File: config.mk
export PLATFORM = sky130hd
export DESIGN_NAME = serial_magnitude_comparator
export DESIGN_NICKNAME = d
export VERILOG_FILES = /design/src/rtl/serial_magnitude_comparator_pkg.sv /design/src/rtl/serial_magnitude_comparator_bit_cell.sv /design/src/rtl/serial_magnitude_comparator.sv
export SDC_FILE = /design/constraint.sdc
export NUM_CORES = 1
export LEC_CHECK = 0
export BUFFER_PORTS_ARGS = -buffer_cell sky130_fd_sc_hd__buf_4
export CORE_MARGIN = 2
export CORE_UTILIZATION = 48
export CTS_CLUSTER_SIZE = 10
export DETAILED_ROUTE_END_ITERATION = 10
export GPL_TIMING_DRIVEN = 0
export PLACE_DENSITY = 0.79
export SETUP_SLACK_MARGIN = 0.15
export SLEW_MARGIN = 20
export SYNTH_ARGS = -nofsm -noshare
export SYNTH_HDL_FRONTEND = slang
export SYNTH_SLANG_ARGS = --single-unit
File: constraint.sdc
create_clock -name clk -period 1.9 [get_ports clk]
set_clock_uncertainty 0.15 [all_clocks]
set_input_delay 0.19 -clock clk [delete_from_list [all_inputs] [get_ports clk]]
set_output_delay 0.19 -clock clk [all_outputs]
set_load 0.01 [all_outputs]
File: src/rtl/serial_magnitude_comparator_pkg.sv
// Shared encodings for the serial magnitude comparator: FSM states,
// the running decision, and the decision-to-flags mapping.
package serial_magnitude_comparator_pkg;

    typedef enum logic [1:0] {
        ST_IDLE = 2'd0,
        ST_RUN  = 2'd1,
        ST_DONE = 2'd2
    } state_t;

    typedef enum logic [1:0] {
        DEC_EQ = 2'd0,
        DEC_GT = 2'd1,
        DEC_LT = 2'd2
    } dec_t;

    // Map a final decision onto one-hot {gt, eq, lt} result flags.
    function automatic logic [2:0] dec_to_flags(input dec_t d);
        logic [2:0] f;
        case (d)
            DEC_GT:  f = 3'b100;
            DEC_LT:  f = 3'b001;
            default: f = 3'b010;
        endcase
        return f;
    endfunction

endpackage

File: src/rtl/serial_magnitude_comparator_bit_cell.sv
// Combinational 1-bit comparator cell: reports a>b, a==b, a<b.
module bit_compare_cell (
    input  logic a,
    input  logic b,
    output logic gt,
    output logic eq,
    output logic lt
);

    // Pure combinational compare of one operand bit pair
    always_comb begin
        gt = a & ~b;
        eq = ~(a ^ b);
        lt = ~a & b;
    end

endmodule

File: src/rtl/serial_magnitude_comparator.sv
// Serial WIDTH-bit unsigned magnitude comparator. Walks the operands
// MSB first through one bit_compare_cell; the first differing bit fixes
// the decision, and RUN always lasts WIDTH cycles for fixed latency.
module serial_magnitude_comparator
    import serial_magnitude_comparator_pkg::*;
#(
    parameter int WIDTH = 8
) (
    input  logic             clk,
    input  logic             rst,
    input  logic             start,
    input  logic [WIDTH-1:0] a_in,
    input  logic [WIDTH-1:0] b_in,
    output logic             busy,
    output logic             done,
    output logic             a_gt_b,
    output logic             a_eq_b,
    output logic             a_lt_b
);

    localparam int CNT_W = $clog2(WIDTH);
    localparam logic [CNT_W-1:0] IDX_MSB = CNT_W'(WIDTH - 1);

    state_t           state;
    dec_t             decision;
    logic [CNT_W-1:0] index;
    logic [WIDTH-1:0] a_sh;
    logic [WIDTH-1:0] b_sh;
    logic             bit_gt;
    logic             bit_eq;
    logic             bit_lt;

    // Single cell sees the currently selected shadow bit pair
    bit_compare_cell u_cell (
        .a  (a_sh[index]),
        .b  (b_sh[index]),
        .gt (bit_gt),
        .eq (bit_eq),
        .lt (bit_lt)
    );

    // Control FSM with index counter, shadow operands and registered outputs
    always_ff @(posedge clk) begin
        if (rst) begin
            state    <= ST_IDLE;
            decision <= DEC_EQ;
            index    <= IDX_MSB;
            a_sh     <= '0;
            b_sh     <= '0;
            busy     <= 1'b0;
            done     <= 1'b0;
            a_gt_b   <= 1'b0;
            a_eq_b   <= 1'b0;
            a_lt_b   <= 1'b0;
        end else begin
            case (state)
                ST_IDLE: begin
                    done <= 1'b0;
                    if (start) begin
                        a_sh     <= a_in;
                        b_sh     <= b_in;
                        index    <= IDX_MSB;
                        decision <= DEC_EQ;
                        a_gt_b   <= 1'b0;
                        a_eq_b   <= 1'b0;
                        a_lt_b   <= 1'b0;
                        busy     <= 1'b1;
                        state    <= ST_RUN;
                    end
                end
                ST_RUN: begin
                    // Only the first differing bit from the MSB may decide
                    if (decision == DEC_EQ && !bit_eq) begin
                        if (bit_gt)
                            decision <= DEC_GT;
                        else if (bit_lt)
                            decision <= DEC_LT;
                    end
                    if (index == '0)
                        state <= ST_DONE;
                    else
                        index <= index - 1'b1;
                end
                ST_DONE: begin
                    done <= 1'b1;
                    {a_gt_b, a_eq_b, a_lt_b} <= dec_to_flags(decision);
                    busy  <= 1'b0;
                    state <= ST_IDLE;
                end
                default: begin
                    busy  <= 1'b0;
                    state <= ST_IDLE;
                end
            endcase
        end
    end

endmodule

==> results of run 1 <==
[registers in the layout (all words and copies together), names as in the netlist, 2 cells and up]
register  count
state         2
index         3
decision      2
b_sh          8
a_sh          8
[logic make-up (layout without fill, tap and decap cells)]
| group | after synthesis | in the layout | synth area share [%] |
|---|---|---|---|
| simple gates | 56 | 56 | 19.9 |
| compound gates | 29 | 29 | 13.7 |
| flops | 28 | 28 | 44.0 |
| buf+inv | 17 | 61 | 7.07 |
| mux | 7 | 7 | 9.42 |
| fa+ha+maj | 6 | 6 | 5.89 |
[metrics by stage]
| stage | setup slack [ns] | hold slack, ns | std cells | power (mW) |
|---|---|---|---|---|
| 3_3_place_gp | -0.116 | 0.287 | 196 | 0.783 |
| 3_5_place_dp | -0.177 | 0.298 | 196 | 0.791 |
| 2_1_floorplan | -0.0330 | 0.176 | 143 | 0.733 |
| 6_report | -0.206 | 0.0560 | 217 | 1.21 |
| 5_1_grt | -0.276 | 0.0786 | 217 | 1.26 |
| 4_1_cts | -0.162 | 0.0498 | 217 | 1.21 |
[per-layer routing]
layer	routed length, µm	vias to the layer above
met5	0	-
met4	23	0
met3	72	4
met2	1560	25
met1	1200	534
li1	-	571
[cell usage after synthesis]
cell type | n | area share [%]
nor3b_1 | 1 | 0.59
nor2_1 | 8 | 2.4
nor3b_4 | 1 | 1.5
nand2b_1 | 3 | 1.5
buf_6 | 3 | 2.6
nor3_1 | 2 | 0.79
buf_1 | 1 | 0.29
a21oi_1 | 18 | 7.1
o311ai_0 | 1 | 0.69
or3b_1 | 1 | 0.69
dfxtp_1 | 28 | 44
nor2b_1 | 1 | 0.49
o21bai_1 | 3 | 1.8
nand2_1 | 38 | 11
inv_1 | 8 | 2.4
clkbuf_1 | 2 | 0.59
ha_1 | 6 | 5.9
o32ai_1 | 2 | 1.4
a32oi_1 | 1 | 0.69
o21ai_0 | 1 | 0.39
mux2i_1 | 3 | 2.4
mux4_2 | 4 | 7.1
nand4bb_1 | 1 | 0.88
a22oi_1 | 3 | 1.8
buf_2 | 3 | 1.2
[area by class of cell]
class                           instances  area [µm²]
Buffer                                  9        66.3
Clock inverter                          1        30.0
Sequential cell                        28         562
Clock buffer                            3        22.5
Timing Repair Buffer                   40         343
Fill cell                             183         751
Multi-Input combinational cell         98         658
Inverter                                8        30.0
Tap cell                               30        37.5
[critical path: cells and delay by family, from the launching register on]
kind | cells | cell delay (ns)
and+or+nand+nor | 2 | 0.35
DFF | 1 | 0.35
buffers and inverters | 1 | 0.13
adders and majority gates | 1 | 0.26
muxes | 2 | 0.68
AOI/OAI and AO/OA | 1 | 0.08
[path summary, 6_finish.rpt]
| check | depth (start not counted) | slack (ns) | endpoint |
|---|---|---|---|
| worst max-delay path | 7 | -0.21 | decision[0] |
| worst min-delay path | 3 | 0.06 | busy |
| worst max register to register | 7 | -0.21 | decision[0] |
| worst min register to register | 2 | 0.32 | a_sh[7] |
[where the power goes]
part           total (mW)  internal, mW  leakage (nW)  switching, mW
registers           0.628         0.613         0.229         0.0145
logic               0.191         0.105         0.486         0.0861
clock network       0.392         0.213        0.0279          0.178
[timing repair]
action	4_1_cts	5_1_grt
endpoints found under the setup margin	2	5
endpoints found under the hold margin	17	0
hold buffers	17	0
gates resized for setup	1	4
==> summary.md, run 1 <==
| Metric | Value |
|---|---|
| First-pass GRT wire length | 4900 µm |
| Fin util | 70.0% |
| Slew Limit Headroom | 65.1% |
| CTS tree | yes |
| Outcome | finished with violations |
| Most frequent cells in the layout | 37 x nand2_1, 27 x dfxtp_1, 23 x buf_4 |
| P_leak | 0.742 nW |
| RSZ-0062 raised after global routing | yes |
| Cell Pwr Density | 692 nW/µm² |
| Worst-path cell chain | buf_6, mux4_2, mux2i_1, ha_1, nand4bb_4, nand2_2, o32ai_2 |
| Synth Cell Area | 1270 µm² |
| Drt first pass iters | 4 |
| Nets@finish | 213 |
| Final antenna-violating net count | 0 |
| CP Launch Point | index[1] |
| Die width | 55.5 µm |
| Max-slew violations | 0 |
| DR vias | 1,134 |
| Share of post-route cells with drive strength above 1 | 23.0% |
| CTS root buf | clkbuf_4 |
| Post-synthesis register bit count | 28 |
| Setup WS post-layout | -0.206 ns |
| Avg Vias per Cell | 5.23 |
| Critical Path Max Stage Delay | 0.51 ns |
| Met1 usage | 24.2% |
| Die span in y | 55.5 µm |
| Starting Density | 51.0% |
| Initial antenna violation count | 0 |
| Final Setup Violations | 2 |
| Worst Path Required | 1.97 ns |
| Reg2reg start | index[1] |
| Later-pin clock latency in the skew report | 0.33 ns |
| Failing checks | setup timing |
| Core area | 2500 µm² |
| GRT Overall Usage | 19.9% |
| Max-cap violation count | 0 |
| Syn_area_per_cell | 8.92 µm² |
| TNS Setup | -0.401 ns |
| Nature of the critical path endpoint | flop |
| Gr ovfl total | 0 |
| Final WL | 2860 µm |
| Number of H-tree levels | 1 |
| CTS Sinks | 28 |
| CP arrival | 2.18 ns |
| Vias in the first global route | 1,134 |
| CTS max path bufs | 2 |
| Post-synthesis sequential area ratio | 44.0% |
| Diode count | 0 |
| Worst IR Drop VDD | 0.494 mV |
| Placed cell areas | 1490 µm² |
| CTS clk-pin slew, worst paths | 0.15 ns |
| Hold path start | start |
| Fmax | 475 MHz |
| Final cycle utilization of the critical path | 111% |
| Post-layout min period | 2.11 ns |
| Crit path kind | flop to flop |
| Crit start category | flop |
| Routability cong. | 0.772 |
| Area added between synthesis and finish | 37.2% |
| Max FO, Critical Path | 6 |
| Grt met2 use | 35.9% |
| Final hold viol count | 0 |
| Fin area | 1750 µm² |
| Yosys warns | 0 |
| HP Class | input port to flop |
| Post-Syn Instances | 143 |
| Avg WL per Cell | 13.2 µm |
| Postcts setup bufs | 0 |
| Area of the die | 3080 µm² |
| Syn nets | 168 |
| Largest net degree at the start of global routing | 17 |
| Rows | 18 |
| M3 GR Usage | 2.11% |
| Distinct cells, synth | 25 |
| DRT iter0 DRCs | 21 |
| IO buf count | 23 |
| Io pins | 24 |
| DP HPWL | 1950 µm |
| Slowest CP cell | mux4_2 |
| Total CTS buffers | 3 |
| Worst-margin pin slew | 0.523 ns |
| Global route hottest layer | met2 |
| Most common cell after layout, fill and taps aside | nand2_1 |
| Drc violations | 0 |
(Power assumes the default switching activity.)
==> run 2, diff against run 1 <==
--- a/config.mk
+++ b/config.mk
@@ -11,7 +11,7 @@
 export CTS_CLUSTER_SIZE = 10
 export DETAILED_ROUTE_END_ITERATION = 10
 export GPL_TIMING_DRIVEN = 0
-export PLACE_DENSITY = 0.79
+export PLACE_DENSITY = 0.72
 export SETUP_SLACK_MARGIN = 0.15
 export SLEW_MARGIN = 20
 export SYNTH_ARGS = -nofsm -noshare
==> summary.md, run 2 (same netlist as run 1, synthesis figures left out) <==
| Metric | Value |
|---|---|
| RSZ-0062 raised after global routing | yes |
| Starting Density | 51.0% |
| Crit-path most repeated cell | nand2_1 |
| Core area | 2500 µm² |
| HP Class | input port to flop |
| Detail Route met3 WL | 77 µm |
| Cell Pwr Density | 615 nW/µm² |
| Slew Limit Headroom | 65.0% |
| Cell Count Post-Placement | 196 |
| Uppermost layer routed | met4 |
| Diode count | 0 |
| Reg-to-reg slack, setup | -0.15 ns |
| First-pass GRT wire length | 4770 µm |
| Sequential fraction of design power | 59.3% |
| Avg Vias per Cell | 5.22 |
| Clk network pwr share | 22.9% |
| CTS root buf | clkbuf_4 |
| Drc violations | 0 |
| RR Endpoint | decision[0] |
| CTS Sinks | 28 |
| DRT iter0 DRCs | 13 |
| Number of H-tree levels | 1 |
| CP Launch Point | index[1] |
| Pre-CTS setup slack | -0.166 ns |
| Nature of the critical path endpoint | flop |
| Vias in the first global route | 1,089 |
| Depth of the worst register-to-register path | 8 |
| Slowest CP cell | mux4_2 |
| DR vias | 1,128 |
| Reg2reg start | index[1] |
| Post-layout min period | 2.05 ns |
| Largest regs | a_sh x8, b_sh x8, index x3 |
| Most common cell after layout, fill and taps aside | nand2_1 |
| GRT Overall Usage | 18.9% |
| Max FO, Critical Path | 6 |
| DRT met1 WL | 1270 µm |
| TNS Setup | -0.291 ns |
| Crit path kind | flop to flop |
| Die width | 55.5 µm |
| Max-slew violations | 0 |
| Worst Path Buf+Inv | 1 |
| Sw Ratio | 25.0% |
| Worst IR Drop VDD | 0.434 mV |
| Worst-margin pin slew | 0.525 ns |
| Final WL | 2710 µm |
| Area of the die | 3080 µm² |
| Levels on crit path | 8 |
| Initial antenna violation count | 0 |
| Fmax | 488 MHz |
| Area added between synthesis and finish | 34.8% |
| Postcts setup bufs | 0 |
| Internal power | 792 µW |
| End point of the critical path | decision[0] |
| Max-cap violation count | 0 |
| Nets@finish | 213 |
| Most frequent cells in the layout | 37 x nand2_1, 27 x dfxtp_1, 23 x buf_4 |
| Io pins | 24 |
| Drt first pass iters | 4 |
| Final cycle utilization of the critical path | 108% |
| Worst Path Required | 1.97 ns |
| Share of post-route cells with drive strength above 1 | 22.6% |
| Failing checks | setup timing |
| Outcome | finished with violations |
| Fin util | 68.8% |
| P_sw | 265 µW |
| Die span in y | 55.5 µm |
| CTS tree | yes |
| IO buf count | 23 |
| Final Setup Violations | 2 |
| CTS max path bufs | 2 |
| Avg WL per Cell | 12.5 µm |
| Family with the most delay on the worst path | multiplexers |
| Routability cong. | 0.720 |
| Gr ovfl total | 0 |
| Worst-path cell chain | buf_6, mux4_2, nand2_1, nand2_1, ha_1, nand4bb_4, nand2_2, o32ai_2 |
| Setup WS post-layout | -0.147 ns |
| DP HPWL | 1860 µm |
| Total CTS buffers | 3 |
| Routed met2 length | 1330 µm |
| Gate power share | 17.8% |
| Final Non-Filler Cells | 216 |
| Later-pin clock latency in the skew report | 0.33 ns |
| Final hold viol count | 0 |
| Rows | 18 |
| CTS clk-pin slew, worst paths | 0.15 ns |
| Critical Path Max Stage Delay | 0.50 ns |
| Final antenna-violating net count | 0 |
| CP arrival | 2.12 ns |
| Largest net degree at the start of global routing | 15 |
| Crit start category | flop |
| P_leak | 0.728 nW |
[run 2: changes by cell type in the layout (fill, tap and decap cells not counted), sizes merged]
cell,previous run,this run
buf,30,31
bufinv,1,0
clkbuf,5,4
[run 2: power groups by stage]
stage                     Clock [mW]  Combinational (mW)  Sequential, mW
after floorplan                    0              0.0963           0.637
after global placement             0               0.145           0.639
after detailed placement           0               0.149           0.640
after CTS                      0.252               0.177           0.627
after global routing           0.270               0.207           0.631
final                          0.242               0.188           0.627
[run 2: cell type report]
| type | count | area, µm² |
|---|---|---|
| Timing Repair Buffer | 40 | 343 |
| Tap cell | 30 | 37.5 |
| Multi-Input combinational cell | 98 | 658 |
| Buffer | 9 | 66.3 |
| Clock buffer | 3 | 22.5 |
| Inverter | 8 | 30.0 |
| Sequential cell | 28 | 562 |
| Fill cell | 191 | 781 |
[run 2: metrics by stage]
step / hold slack [ns] / total power, mW / area (µm²)
2_1_floorplan: 0.176 / 0.733 / 1280
3_3_place_gp: 0.288 / 0.784 / 1490
3_5_place_dp: 0.298 / 0.789 / 1490
4_1_cts: 0.0442 / 1.06 / 1690
5_1_grt: 0.0638 / 1.11 / 1720
6_report: 0.0498 / 1.06 / 1720
[run 2: worst min path at each step]
stage                  from  slack, ns  endpoint  cells past startpoint
finish                start       0.05      busy                      3
global route          start       0.06      busy                      3
CTS                   start       0.04      busy                      3
detailed placement  b_sh[7]       0.30   b_sh[7]                      2
global placement    b_in[7]       0.29   b_sh[7]                      3
floorplan           a_in[0]       0.18   a_sh[0]                      2
[run 2: worst register-to-register path: cells and delay by family, from the launching register on]
| family | cells | cell delay [ns] |
|---|---|---|
| muxes | 1 | 0.50 |
| AOI/OAI and AO/OA | 1 | 0.07 |
| buffers and inverters | 1 | 0.13 |
| and+or+nand+nor | 4 | 0.47 |
| DFF | 1 | 0.35 |
| adders and majority gates | 1 | 0.29 |
[run 2: timing repair]
item | CTS | global route
setup endpoints to repair | 2 | 12
endpoints found under the hold margin | 17 | 0
hold buffers | 17 | 0
resized for setup | 0 | 5
[run 2: layer usage]
layer	up-vias	track usage (%)
li1	570	-
met3	4	2.11
met5	-	0
met1	525	24.4
met4	0	5.23
met2	29	33.3
